**src/rtl/phrase_sequencer.sv**
```systemverilog
// ============================================================================
// Module   : phrase_sequencer
// Purpose  : Queues spoken-word codes and plays them back-to-back through the
//            audio playback controller, with a silence gap between words.
// Revision : 1.0 - initial release
// ============================================================================
`default_nettype none

module phrase_sequencer #(
  parameter int                DEPTH        = 8,
  parameter int                WORD_W       = 5,
  parameter int                GAP_CYCLES   = 2500000,
  parameter int                ACK_TIMEOUT  = 16,
  parameter logic [WORD_W-1:0] SILENCE_CODE = 5'h1F
) (
  input  logic                       clk,
  input  logic                       reset,
  input  logic                       push,
  input  logic [WORD_W-1:0]          word_code,
  input  logic                       clear,
  output logic                       full,
  output logic [$clog2(DEPTH):0]     count,
  output logic                       busy,
  output logic [WORD_W-1:0]          tbl_index,
  input  logic [23:0]                tbl_start,
  input  logic [23:0]                tbl_end,
  output logic [23:0]                start_address,
  output logic [23:0]                end_address,
  output logic                       play_start,
  input  logic                       play_finish,
  output logic                       ack_error
);

  localparam int c_PTR_W = $clog2(DEPTH);
  localparam int c_CNT_W = c_PTR_W + 1;
  localparam int c_TO_W  = $clog2(ACK_TIMEOUT) + 1;

  typedef enum logic [2:0] {
    S_IDLE   = 3'd0,
    S_FETCH  = 3'd1,
    S_LOOKUP = 3'd2,
    S_LATCH  = 3'd3,
    S_REQ    = 3'd4,
    S_PLAY   = 3'd5,
    S_GAP    = 3'd6
  } state_t;

  state_t              r_state;
  state_t              w_state_next;

  logic [WORD_W-1:0]   r_mem [DEPTH];
  logic [c_PTR_W-1:0]  r_wr_ptr;
  logic [c_PTR_W-1:0]  r_rd_ptr;
  logic [c_CNT_W-1:0]  r_count;
  logic [WORD_W-1:0]   r_cur;
  logic [31:0]         r_gap_cnt;
  logic [c_TO_W-1:0]   r_to_cnt;
  logic [23:0]         r_start_addr;
  logic [23:0]         r_end_addr;
  logic                r_play_start;
  logic                r_ack_error;

  logic                w_full;
  logic                w_push_ok;
  logic                w_pop;
  logic                w_fetch_go;
  logic                w_gap_done;
  logic                w_to_done;
  logic                w_ack_set;

  assign w_full     = (r_count == c_CNT_W'(DEPTH));
  assign w_push_ok  = push && !w_full && !clear;
  assign w_pop      = (r_state == S_FETCH);
  // A clear in the same cycle must not launch a fetch of a flushed word.
  assign w_fetch_go = (r_state == S_IDLE) && (r_count != '0) && !clear;
  assign w_gap_done = ({1'b0, r_gap_cnt} + 33'd1) >= 33'(GAP_CYCLES);
  assign w_to_done  = (r_to_cnt == c_TO_W'(ACK_TIMEOUT - 1));

  always_ff @(posedge clk) begin
    if (w_push_ok) begin
      r_mem[r_wr_ptr] <= word_code;
    end
  end

  always_ff @(posedge clk or posedge reset) begin
    if (reset) begin
      r_wr_ptr <= '0;
      r_rd_ptr <= '0;
      r_count  <= '0;
    end else if (clear) begin
      r_wr_ptr <= '0;
      r_rd_ptr <= '0;
      r_count  <= '0;
    end else begin
      if (w_push_ok) begin
        r_wr_ptr <= r_wr_ptr + c_PTR_W'(1);
      end
      if (w_pop) begin
        r_rd_ptr <= r_rd_ptr + c_PTR_W'(1);
      end
      if (w_push_ok && !w_pop) begin
        r_count <= r_count + c_CNT_W'(1);
      end else if (!w_push_ok && w_pop) begin
        r_count <= r_count - c_CNT_W'(1);
      end
    end
  end

  always_comb begin
    w_state_next = r_state;
    w_ack_set    = 1'b0;
    case (r_state)
      S_IDLE:   if (w_fetch_go) w_state_next = S_FETCH;
      S_FETCH:  w_state_next = (r_cur == SILENCE_CODE) ? S_GAP : S_LOOKUP;
      S_LOOKUP: w_state_next = S_LATCH;
      S_LATCH:  w_state_next = S_REQ;
      S_REQ: begin
        if (!play_finish) begin
          w_state_next = S_PLAY;
        end else if (w_to_done) begin
          w_state_next = S_GAP;
          w_ack_set    = 1'b1;
        end
      end
      S_PLAY:   if (play_finish) w_state_next = S_GAP;
      S_GAP:    if (w_gap_done) w_state_next = S_IDLE;
      default:  w_state_next = S_IDLE;
    endcase
  end

  always_ff @(posedge clk or posedge reset) begin
    if (reset) begin
      r_state      <= S_IDLE;
      r_gap_cnt    <= '0;
      r_to_cnt     <= '0;
      r_cur        <= '0;
      r_start_addr <= '0;
      r_end_addr   <= '0;
      r_play_start <= 1'b0;
      r_ack_error  <= 1'b0;
    end else begin
      r_state      <= w_state_next;
      r_play_start <= (w_state_next == S_REQ);
      if (w_state_next != r_state) begin
        r_gap_cnt <= '0;
        r_to_cnt  <= '0;
      end else begin
        if (r_state == S_GAP) r_gap_cnt <= r_gap_cnt + 32'd1;
        if (r_state == S_REQ) r_to_cnt  <= r_to_cnt + c_TO_W'(1);
      end
      // Head word is captured as the fetch begins so the ROM index is
      // already stable during FETCH and its data is valid during LOOKUP.
      if (w_fetch_go) begin
        r_cur <= r_mem[r_rd_ptr];
      end
      if (r_state == S_LOOKUP) begin
        r_start_addr <= tbl_start;
        r_end_addr   <= tbl_end;
      end
      if (w_ack_set) begin
        r_ack_error <= 1'b1;
      end
    end
  end

  assign full          = w_full;
  assign count         = r_count;
  assign busy          = (r_state != S_IDLE);
  assign tbl_index     = r_cur;
  assign start_address = r_start_addr;
  assign end_address   = r_end_addr;
  assign play_start    = r_play_start;
  assign ack_error     = r_ack_error;

endmodule

`default_nettype wire

```
**config.mk**
```make
export PLATFORM = sky130hd
export DESIGN_NAME = phrase_sequencer
export DESIGN_NICKNAME = d
export VERILOG_FILES = /design/src/rtl/phrase_sequencer.sv
export SDC_FILE = /design/constraint.sdc
export NUM_CORES = 1
export LEC_CHECK = 0
export ABC_AREA = 1
export CAP_MARGIN = 20
export CORE_MARGIN = 2
export CORE_UTILIZATION = 25
export CTS_CLUSTER_DIAMETER = 150
export DETAILED_ROUTE_END_ITERATION = 8
export HOLD_SLACK_MARGIN = 0.02
export MAX_ROUTING_LAYER = met4
export PLACE_DENSITY_LB_ADDON = 0.1
export SETUP_SLACK_MARGIN = 0.4
export SLEW_MARGIN = 25
export SYNTH_ARGS = -nofsm -noshare
export SYNTH_HDL_FRONTEND = slang
export SYNTH_SLANG_ARGS = --single-unit
```
**constraint.sdc**
```tcl
create_clock -name clk -period 3.61 [get_ports clk]
set_clock_uncertainty 0.05 [all_clocks]
set_input_delay 0.9025 -clock clk [delete_from_list [all_inputs] [get_ports clk]]
set_output_delay 0.9025 -clock clk [all_outputs]
set_load 0.05 [all_outputs]
```
==> results of run 1 <==
==> power by group <==
group          internal, W  leakage [nW]  switching, W  total [W]
registers          0.00219          1.72      0.000435    0.00263
logic              0.00153          2.28       0.00303    0.00456
clock network     0.000944         0.296      0.000872    0.00182
==> worst min-delay path by stage <==
stage | startpoint | to | cells after the start
finish | start_address[6]$_DFFE_PP0P_ | start_address[6]$_DFFE_PP0P_ | 2
global route | start_address[17]$_DFFE_PP0P_ | start_address[17]$_DFFE_PP0P_ | 2
CTS | end_address[11]$_DFFE_PP0P_ | end_address[11]$_DFFE_PP0P_ | 2
detailed placement | ack_error$_DFFE_PP0P_ | ack_error$_DFFE_PP0P_ | 1
global placement | end_address[11]$_DFFE_PP0P_ | end_address[11]$_DFFE_PP0P_ | 2
floorplan | r_to_cnt[3]$_DFFE_PP0P_ | r_to_cnt[3]$_DFFE_PP0P_ | 2
==> kinds of logic after synthesis <==
logic type | after synthesis
buffers and inverters | 103
xor gates and xnor gates | 14
adders and majority gates | 9
and+or+nand+nor | 506
DFF | 145
muxes | 3
AOI/OAI and AO/OA | 84
==> layer usage <==
| metal | wire [um] | up-vias |
|---|---|---|
| met4 | 204 | 0 |
| li1 | - | 3030 |
| met2 | 9190 | 88 |
| met3 | 819 | 11 |
| met1 | 9370 | 2753 |
| met5 | 0 | - |
==> synthesized netlist by cell type, types with 2 or more instances <==
| cell type | count | area share [%] |
|---|---|---|
| sky130_fd_sc_hd__a21oi_1 | 3 | 0.20 |
| sky130_fd_sc_hd__edfxtp_1 | 40 | 16 |
| sky130_fd_sc_hd__nor2_8 | 3 | 0.81 |
| sky130_fd_sc_hd__o221ai_1 | 8 | 0.94 |
| sky130_fd_sc_hd__dfrtp_1 | 105 | 35 |
| sky130_fd_sc_hd__clkbuf_1 | 22 | 1.1 |
| sky130_fd_sc_hd__buf_12 | 3 | 0.81 |
| sky130_fd_sc_hd__ha_1 | 8 | 1.3 |
| sky130_fd_sc_hd__nand2_4 | 5 | 0.76 |
| sky130_fd_sc_hd__nor3_1 | 5 | 0.34 |
| sky130_fd_sc_hd__nand2_2 | 8 | 0.67 |
| sky130_fd_sc_hd__xnor2_1 | 6 | 0.71 |
| sky130_fd_sc_hd__xor2_1 | 8 | 0.94 |
| sky130_fd_sc_hd__o21ai_0 | 66 | 4.4 |
| sky130_fd_sc_hd__nor2_1 | 83 | 4.2 |
| sky130_fd_sc_hd__nand3_1 | 45 | 3.0 |
| sky130_fd_sc_hd__nand4_1 | 19 | 1.6 |
| sky130_fd_sc_hd__mux2i_1 | 3 | 0.40 |
| sky130_fd_sc_hd__nand3b_1 | 2 | 0.20 |
| sky130_fd_sc_hd__nor2_4 | 35 | 5.3 |
| sky130_fd_sc_hd__nand2_1 | 294 | 15 |
| sky130_fd_sc_hd__nor2_2 | 2 | 0.17 |
| sky130_fd_sc_hd__inv_1 | 73 | 3.7 |
| sky130_fd_sc_hd__inv_2 | 3 | 0.15 |
| sky130_fd_sc_hd__o22ai_1 | 4 | 0.34 |
==> per-stage QoR <==
stage	worst slack (ns)	utilization, %	total power (W)	cell area (um2)	hold slack, ns
global route	0.437	33.1	0.00964	9740	0.446
floorplan	1.13	-	0.00585	7430	0.496
global placement	0.565	30.9	0.00718	9080	0.403
detailed placement	0.536	30.9	0.00715	9080	0.408
finish	0.599	33.1	0.00901	9740	0.423
CTS	0.552	33.0	0.00903	9690	0.426
==> cell type report <==
type | count | area share [%]
clock buffer | 17 | 4.37
multi-input combinational | 616 | 32.5
clock inverter | 15 | 1.93
sequential | 145 | 39.3
inverter | 77 | 3.01
timing repair buffer | 134 | 13.9
tap | 390 | 5.01
==> state kept, by name, indices dropped and copies added (netlist names) <==
signal / cells
r_mem: 40
r_gap_cnt: 32
end_address: 24
start_address: 24
r_to_cnt: 5
tbl_index: 5
count: 4
r_rd_ptr: 3
r_state: 3
r_wr_ptr: 3
ack_error: 1
play_start: 1
==> worst max-delay path, cell delays in order (launching register included) <==
cell	delay (ns)
sky130_fd_sc_hd__dfrtp_1	0.45
sky130_fd_sc_hd__nor2_1	0.16
sky130_fd_sc_hd__nand3_1	0.14
sky130_fd_sc_hd__inv_1	0.08
sky130_fd_sc_hd__clkdlybuf4s50_1	0.80
==> flow_summary.json, run 1 <==
{
  "detailedRoute.firstPassIterationCount": 5,
  "post_cts_buffers": 0,
  "maxSlewViolCount": 0,
  "fin_crit_sh_pct": 83.4,
  "die-area_mm2": 0.0311,
  "cts-hold-fix-buffers": 0,
  "slew-limit-headroom_pct": 48.1,
  "leakage_nw": 4.30,
  "regToRegStartpoint": "r_gap_cnt[0]$_DFFE_PP0P_",
  "seq_area_frac_synth_pct": 51.6,
  "critPathArrivalTime_ns": 2.06,
  "vdd.ir_drop.worst_v": 0.000454,
  "power.density_mw_per_mm2": 925,
  "boundaryPins": 119,
  "tightest_slew_ns": 0.773,
  "grt.overflow.total": 0,
  "r2r_cell_count": 18,
  "routed_wl_um": 19600,
  "final_period_minus_worst_setup_slack_ns": 3.01,
  "met3_usage_pct": 3.10,
  "path_clk_slew_ns": 0.07,
  "synth.mux.area_fraction_pct": 0.404,
  "async_set_reset_flop_share_out_of_synthesis_pct": 72.4,
  "timing.setup.critical_path_class": "reg -> out",
  "syn_nets": 931,
  "number_of_antenna_violations_at_the_first_check_in_global_routing": 0,
  "num_vias": 5882,
  "grt_util_met2_pct": 20.8,
  "portBuffers": 118,
  "gp_congestion": 0.775,
  "tritoncts": "built",
  "post_synth_xor_area_fraction_pct": 1.65,
  "critPathCaptureType": "output port",
  "place.detailed.instances": 1358,
  "non_filler_cells_final": 1394,
  "critPathLaunchType": "flip-flop",
  "crit_path_end": "full",
  "detail-route-antenna-nets": 0,
  "clock_buffer_count_from_cts": 17,
  "rsz0062_at_grt": "false",
  "fp.coreArea_mm2": 0.0294,
  "yosysWarnings": 0,
  "startpoint": "count[0]$_DFFE_PP0P_",
  "synth_compound_gate_area_share_pct": 6.25,
  "layout_commonest_cell": "sky130_fd_sc_hd__nand2_1",
  "grt_first_pass_wirelength_um": 31800,
  "initialDrtViolationCount": 276,
  "drive_above_1_share_pct": 10.9,
  "synthesis.instances": 864,
  "num_antenna_cells": 0,
  "yosys.area_share.adder_pct": 1.62,
  "synth_cell_type_count": 36,
  "worst_r2r_endpoint": "r_gap_cnt[18]$_DFFE_PP0P_",
  "drt-vias-per-instance": 4.22,
  "cts-root-buf": "sky130_fd_sc_hd__clkbuf_16",
  "required_time_of_the_worst_setup_path_ns": 2.66,
  "timing.hold.worst.class": "reg -> reg",
  "mostFrequentLayoutCells": "sky130_fd_sc_hd__nand2_1 (294), sky130_fd_sc_hd__clkdlybuf4s50_1 (118), sky130_fd_sc_hd__dfrtp_1 (105)",
  "floorplan.die.width_um": 176,
  "fmax_mhz": 332,
  "largest_family_of_logic_cells_by_synthesized_area": "simple AND/OR/NAND/NOR gates",
  "postSynthAreaPerCell_um2": 8.59,
  "grt_util_all_layers_pct": 13.6,
  "maxCapViolCount": 0,
  "ctsHtreeMaxLevel": 4,
  "final.fill_count": 3102,
  "run_status": "finished clean",
  "hold_violations": 0,
  "drt-wirelength-per-cell_um": 14.0,
  "place.detailed.hpwl_um": 13900,
  "synthToLayoutAreaGrowth_pct": 31.1,
  "number_of_register_bits_inferred_by_synthesis": 145,
  "num-nets-final": 1058,
  "grt_util_met1_pct": 18.0,
  "finalSetupViolations": 0,
  "worst_skew_pair.late_latency_ns": 0.43,
  "critPathMaxFanout": 6,
  "fin_tns_setup_ns": 0,
  "pin_count_of_the_biggest_net_entering_global_routing": 49,
  "synth_simple_gate_area_share_pct": 32.5,
  "height_of_the_die_um": 176,
  "clock_sink_count": 145,
  "area_of_the_multi_input_gates_mm2": 0.00316,
  "mappedNetlistArea_mm2": 0.00742,
  "seq_area_mm2": 0.00383,
  "synth_edf_count": 40,
  "initial_utilization_pct": 25.3,
  "remaining_drc_errors": 0,
  "cts-root-to-sink-buffers": 2,
  "cts_resized": 0,
  "grt-busiest-layer": "met2",
  "setup.reg_to_reg.worst_slack_ns": 0.81,
  "grt_pass1_vias": 5752,
  "yosys_most_used_dff": "sky130_fd_sc_hd__dfrtp_1",
  "num_rows": 63
}
No activity file was read; power rests on OpenSTA's default activity.
==> run 2, diff against run 1 <==
==> constraint.sdc (replaced) <==
create_clock -name clk -period 3.1 [get_ports clk]
set_clock_uncertainty 0.05 [all_clocks]
set_input_delay 0.775 -clock clk [delete_from_list [all_inputs] [get_ports clk]]
set_output_delay 0.775 -clock clk [all_outputs]
set_load 0.05 [all_outputs]
==> flow_summary.json, run 2 (synthesized netlist as in run 1, its figures left out) <==
{
  "power.switching_w": 0.00522,
  "power.sequential.fraction_pct": 28.5,
  "critPathMaxFanout": 7,
  "maxCapViolCount": 0,
  "critical_path_buf_inv_count": 2,
  "critPathCaptureType": "flip-flop",
  "place.detailed.instances": 1363,
  "grt_pass1_vias": 5701,
  "holdPathEnd": "start_address[23]$_DFFE_PP0P_",
  "run_status": "finished clean",
  "clock_sink_count": 145,
  "detailedRoute.firstPassIterationCount": 4,
  "beginning_of_the_worst_hold_path": "start_address[23]$_DFFE_PP0P_",
  "cts-root-buf": "sky130_fd_sc_hd__clkbuf_16",
  "drive_above_1_share_pct": 14.4,
  "netSwitchingFraction_pct": 48.3,
  "fp.coreArea_mm2": 0.0294,
  "regToRegStartpoint": "r_gap_cnt[1]$_DFFE_PP0P_",
  "fin_tns_setup_ns": 0,
  "synthToLayoutAreaGrowth_pct": 34.9,
  "die-area_mm2": 0.0311,
  "largestRegisters": "r_mem (40), r_gap_cnt (32)",
  "grt_first_pass_wirelength_um": 32000,
  "hold_violations": 0,
  "mostFrequentLayoutCells": "sky130_fd_sc_hd__nand2_1 (291), sky130_fd_sc_hd__clkdlybuf4s50_1 (116), sky130_fd_sc_hd__dfrtp_1 (104)",
  "power.density_mw_per_mm2": 1080,
  "worst_path_dominant_cell_family": "simple AND/OR/NAND/NOR gates",
  "floorplan.die.width_um": 176,
  "num-nets-final": 1077,
  "cts-root-to-sink-buffers": 2,
  "crit_chain": "ha_4 -> nand2_4 -> nor2_8 -> nand2_4 -> nor2_4 -> nand2_1 -> nand2_1 -> nand2_2 -> inv_1 -> nand2_1 -> nor2_1 -> nand2_1 -> nor2_2 -> nand2_4 -> nand2_4 -> nand2_4 -> nand3_4 -> clkbuf_16 -> nor2_4",
  "leakage_nw": 4.43,
  "num_antenna_cells": 0,
  "share_comb_of_total_power_pct": 51.7,
  "drt-wirelength-per-cell_um": 14.3,
  "remaining_drc_errors": 0,
  "initial_utilization_pct": 25.3,
  "grt-busiest-layer": "met2",
  "num_rows": 63,
  "worst_path_most_repeated_cell": "sky130_fd_sc_hd__nand2_4",
  "routed_wl_um": 20300,
  "min_path_cells": 2,
  "final_period_minus_worst_setup_slack_ns": 2.62,
  "number_of_antenna_violations_at_the_first_check_in_global_routing": 0,
  "setup_slack_ns": 0.482,
  "detail-route-antenna-nets": 0,
  "power_report.internal_total_w": 0.00558,
  "required_time_of_the_worst_setup_path_ns": 3.35,
  "preCtsSetupSlack_ns": 0.278,
  "height_of_the_die_um": 176,
  "grt.overflow.total": 0,
  "slew-limit-headroom_pct": 53.5,
  "finalSetupViolations": 0,
  "clock_buffer_count_from_cts": 17,
  "path_clk_slew_ns": 0.08,
  "grt_util_met1_pct": 18.0,
  "cts-hold-fix-buffers": 0,
  "vdd.ir_drop.worst_v": 0.000521,
  "drt-vias-per-instance": 4.19,
  "worst_path_largest_cell_delay_ns": 0.42,
  "largest_reg_flops": 40,
  "timing.setup.critical_path_class": "reg -> reg",
  "place.detailed.hpwl_um": 13700,
  "grt_util_met2_pct": 21.3,
  "setup.reg_to_reg.worst_slack_ns": 0.48,
  "worst_skew_pair.late_latency_ns": 0.43,
  "timing.hold.worst.class": "reg -> reg",
  "worst_r2r_endpoint": "r_gap_cnt[10]$_DFFE_PP0P_",
  "maxSlewViolCount": 0,
  "tritoncts": "built",
  "non_filler_cells_final": 1413,
  "clock_power_share_pct": 19.8,
  "gp_congestion": 0.783,
  "pin_count_of_the_biggest_net_entering_global_routing": 58,
  "rsz0062_at_grt": "true",
  "boundaryPins": 119,
  "initialDrtViolationCount": 244,
  "fmax_mhz": 382,
  "met3_usage_pct": 3.45,
  "register_with_the_most_flip_flops": "r_mem",
  "fin_crit_sh_pct": 84.4,
  "critPathArrivalTime_ns": 2.86,
  "critPathLaunchType": "flip-flop",
  "cpMaxStageDelayCell": "sky130_fd_sc_hd__dfrtp_1",
  "num_vias": 5926,
  "grt_util_all_layers_pct": 13.7,
  "tightest_slew_ns": 0.697,
  "portBuffers": 118,
  "ctsHtreeMaxLevel": 4,
  "layout_commonest_cell": "sky130_fd_sc_hd__nand2_1",
  "r2r_cell_count": 19
}
[run 2: final cells by class]
cell class	count	area, um2
multi-input cells	617	3250
repair buffers	152	1530
well taps	390	488
inverters	77	293
flip-flops and latches	145	3830
clock inverters	15	193
clock buffers	17	425
fillers	3095	19400
[run 2: worst register-to-register path: cells and delay by family (launching register included)]
family / cells / cell delay, ns
AND/OR/NAND/NOR: 16 / 1.56
flip-flops: 1 / 0.42
buffers and inverters: 2 / 0.29
adder cells (fa/ha/maj): 1 / 0.18
[run 2: timing repair]
action,in CTS,in global routing
buffers inserted,0,14
gates cloned,1,3
resized for setup,3,27
setup endpoints to repair,22,39
pin swaps,1,14
[run 2: layer usage]
layer,wire [um],up-vias
met5,0,-
met4,144,0
met3,753,8
met2,9650,67
met1,9720,2767
li1,-,3084
[run 2: per-stage QoR]
stage / instance area [um2] / power [W] / utilization, % / hold WS [ns]
floorplan: 7430 / 0.00681 / - / 0.496
global placement: 9120 / 0.00833 / 31.0 / 0.401
detailed placement: 9120 / 0.00832 / 31.0 / 0.407
CTS: 9760 / 0.0107 / 33.2 / 0.426
global route: 10000 / 0.0115 / 34.1 / 0.444
finish: 10000 / 0.0108 / 34.1 / 0.422
[run 2: worst max-delay path by stage]
| stage | from | endpoint | cells after the start |
|---|---|---|---|
| floorplan | count[0]$_DFFE_PP0P_ | count[3]$_DFFE_PP0P_ | 11 |
| global placement | push | count[3]$_DFFE_PP0P_ | 10 |
| detailed placement | push | count[3]$_DFFE_PP0P_ | 10 |
| CTS | r_gap_cnt[0]$_DFFE_PP0P_ | r_gap_cnt[6]$_DFFE_PP0P_ | 17 |
| global route | r_gap_cnt[1]$_DFFE_PP0P_ | r_gap_cnt[18]$_DFFE_PP0P_ | 20 |
| finish | r_gap_cnt[1]$_DFFE_PP0P_ | r_gap_cnt[10]$_DFFE_PP0P_ | 19 |
[run 2: power by group through the flow]
stage          Clock (W)  Sequential [W]  Combinational, W
2_1_floorplan          0         0.00425           0.00256
3_3_place_gp           0         0.00310           0.00523
3_5_place_dp           0         0.00309           0.00523
4_1_cts          0.00222         0.00307           0.00539
5_1_grt          0.00229         0.00317           0.00606
6_report         0.00214         0.00308           0.00559
==> run 3, diff against run 2 <==
==> constraint.sdc (replaced) <==
create_clock -name clk -period 2.2 [get_ports clk]
set_clock_uncertainty 0.05 [all_clocks]
set_input_delay 0.55 -clock clk [delete_from_list [all_inputs] [get_ports clk]]
set_output_delay 0.55 -clock clk [all_outputs]
set_load 0.05 [all_outputs]
==> flow_summary.json, run 3 (synthesized netlist as in run 1, its figures left out) <==
{
  "synthToLayoutAreaGrowth_pct": 46.2,
  "grt_util_all_layers_pct": 14.5,
  "finalSetupViolations": 38,
  "critPathArrivalTime_ns": 2.73,
  "grt.overflow.total": 0,
  "maxCapViolCount": 0,
  "final_period_minus_worst_setup_slack_ns": 2.47,
  "num-nets-final": 1186,
  "failed_checks": "setup timing",
  "cts-hold-fix-buffers": 0,
  "detail-route-antenna-nets": 0,
  "boundaryPins": 119,
  "clock_sink_count": 145,
  "remaining_drc_errors": 0,
  "number_of_antenna_violations_at_the_first_check_in_global_routing": 0,
  "portBuffers": 118,
  "detailedRoute.firstPassIterationCount": 4,
  "register_with_the_most_flip_flops": "r_mem",
  "worst_skew_pair.late_latency_ns": 0.43,
  "vdd.ir_drop.worst_v": 0.000762,
  "timing.setup.critical_path_class": "reg -> reg",
  "p_total_w": 0.0162,
  "initial_utilization_pct": 25.3,
  "non_filler_cells_final": 1522,
  "ctsHtreeMaxLevel": 4,
  "drt-vias-per-instance": 4.22,
  "num_vias": 6418,
  "pin_count_of_the_biggest_net_entering_global_routing": 65,
  "fmax_mhz": 404,
  "floorplan.die.width_um": 176,
  "setup_slack_ns": -0.273,
  "r2r_cell_count": 19,
  "routed_wl_um": 21000,
  "clock_buffer_count_from_cts": 17,
  "mostFrequentLayoutCells": "sky130_fd_sc_hd__nand2_1 (275), sky130_fd_sc_hd__buf_4 (138), sky130_fd_sc_hd__dfrtp_1 (98)",
  "die-area_mm2": 0.0311,
  "min_path_cells": 2,
  "required_time_of_the_worst_setup_path_ns": 2.46,
  "grt_pass1_vias": 6542,
  "drt-wirelength-per-cell_um": 13.8,
  "cts-root-to-sink-buffers": 2,
  "num_antenna_cells": 0,
  "hold_violations": 0,
  "drive_above_1_share_pct": 31.7,
  "maxSlewViolCount": 0,
  "grt_first_pass_wirelength_um": 34400,
  "critPathLaunchType": "flip-flop",
  "tightest_slew_ns": 0.551,
  "place.detailed.instances": 1462,
  "layout_commonest_cell": "sky130_fd_sc_hd__nand2_1",
  "leakage_nw": 5.09,
  "place.detailed.hpwl_um": 14500,
  "gp_congestion": 0.751,
  "tritoncts": "built",
  "run_status": "finished with violations",
  "critPathCaptureType": "flip-flop",
  "slew-limit-headroom_pct": 63.3,
  "cts-root-buf": "sky130_fd_sc_hd__clkbuf_16",
  "rsz0062_at_grt": "true",
  "timing.hold.worst.class": "reg -> reg",
  "final.hold.worst_slack_ns": 0.423,
  "path_clk_slew_ns": 0.07,
  "initialDrtViolationCount": 251,
  "num_rows": 63,
  "fin_crit_sh_pct": 112,
  "fp.coreArea_mm2": 0.0294,
  "critPathMaxFanout": 10,
  "largestRegisters": "r_mem (40), r_gap_cnt (32)",
  "height_of_the_die_um": 176,
  "power.density_mw_per_mm2": 1500,
  "largest_reg_flops": 40
}
## run 3: worst paths after layout
path	from	to	slack [ns]
worst max register to register	r_gap_cnt[0]$_DFFE_PP0P_	r_gap_cnt[30]$_DFFE_PP0P_	-0.27
worst min register to register	end_address[14]$_DFFE_PP0P_	end_address[14]$_DFFE_PP0P_	0.42
min in group asynchronous	reset	end_address[17]$_DFFE_PP0P_	0.54
worst max-delay path	r_gap_cnt[0]$_DFFE_PP0P_	r_gap_cnt[30]$_DFFE_PP0P_	-0.27
worst min-delay path	end_address[14]$_DFFE_PP0P_	end_address[14]$_DFFE_PP0P_	0.42
max in group asynchronous	reset	start_address[8]$_DFFE_PP0P_	1.09
## run 3: layout make-up
| type | instances | area (um2) |
|---|---|---|
| Multi-Input combinational cell | 616 | 3380 |
| Inverter | 77 | 308 |
| Timing Repair Buffer | 262 | 2230 |
| Sequential cell | 145 | 3840 |
| Fill cell | 3069 | 18500 |
| Clock inverter | 14 | 164 |
| Tap cell | 390 | 488 |
| Clock buffer | 18 | 439 |
## run 3: per-layer routing
metal | track usage [%] | wire, um
met5 | - | 0
met4 | 3.51 | 149
met3 | 3.42 | 772
met1 | 18.3 | 9740
met2 | 23.6 | 10300
## run 3: what timing repair did
action | 4_1_cts | 5_1_grt
gates resized for setup | 173 | 112
endpoints found under the setup margin | 87 | 142
pin swaps | 17 | 27
buffers inserted | 19 | 8
gates cloned | 1 | 0
## run 3: critical path: stages (launching register included)
cell,delay [ns]
sky130_fd_sc_hd__dfrtp_1,0.42
sky130_fd_sc_hd__ha_4,0.17
sky130_fd_sc_hd__nand2_4,0.07
sky130_fd_sc_hd__nor2_8,0.14
sky130_fd_sc_hd__nand2_4,0.08
sky130_fd_sc_hd__nor2_4,0.14
sky130_fd_sc_hd__buf_4,0.13
sky130_fd_sc_hd__buf_4,0.09
sky130_fd_sc_hd__xnor2_1,0.12
sky130_fd_sc_hd__nand2_1,0.07
sky130_fd_sc_hd__nor2_1,0.09
sky130_fd_sc_hd__nand2_1,0.08
sky130_fd_sc_hd__nand2_2,0.09
sky130_fd_sc_hd__nand2_4,0.07
sky130_fd_sc_hd__nand2_4,0.07
sky130_fd_sc_hd__nand2_4,0.05
sky130_fd_sc_hd__nand3_4,0.08
sky130_fd_sc_hd__buf_12,0.13
sky130_fd_sc_hd__buf_16,0.17
sky130_fd_sc_hd__nor2_4,0.04
## run 3: per-stage QoR
step                      util, %  setup TNS (ns)  setup slack, ns  area, um2
final                        36.9           -9.05           -0.273      10900
after global routing         36.9          -17.19           -0.479      10900
after CTS                    36.9          -11.40           -0.328      10900
after detailed placement     33.8          -13.34           -0.389       9930
after global placement       33.8          -12.96           -0.373       9930
after floorplan                 -           -3.05           -0.102       7510
## run 3: report_power, final
part / internal, W / total [W] / switching (W) / leakage (nW)
combinational: 0.00342 / 0.00901 / 0.00559 / 3.08
clock: 0.00166 / 0.00303 / 0.00137 / 0.299
sequential: 0.00361 / 0.00420 / 0.000593 / 1.71
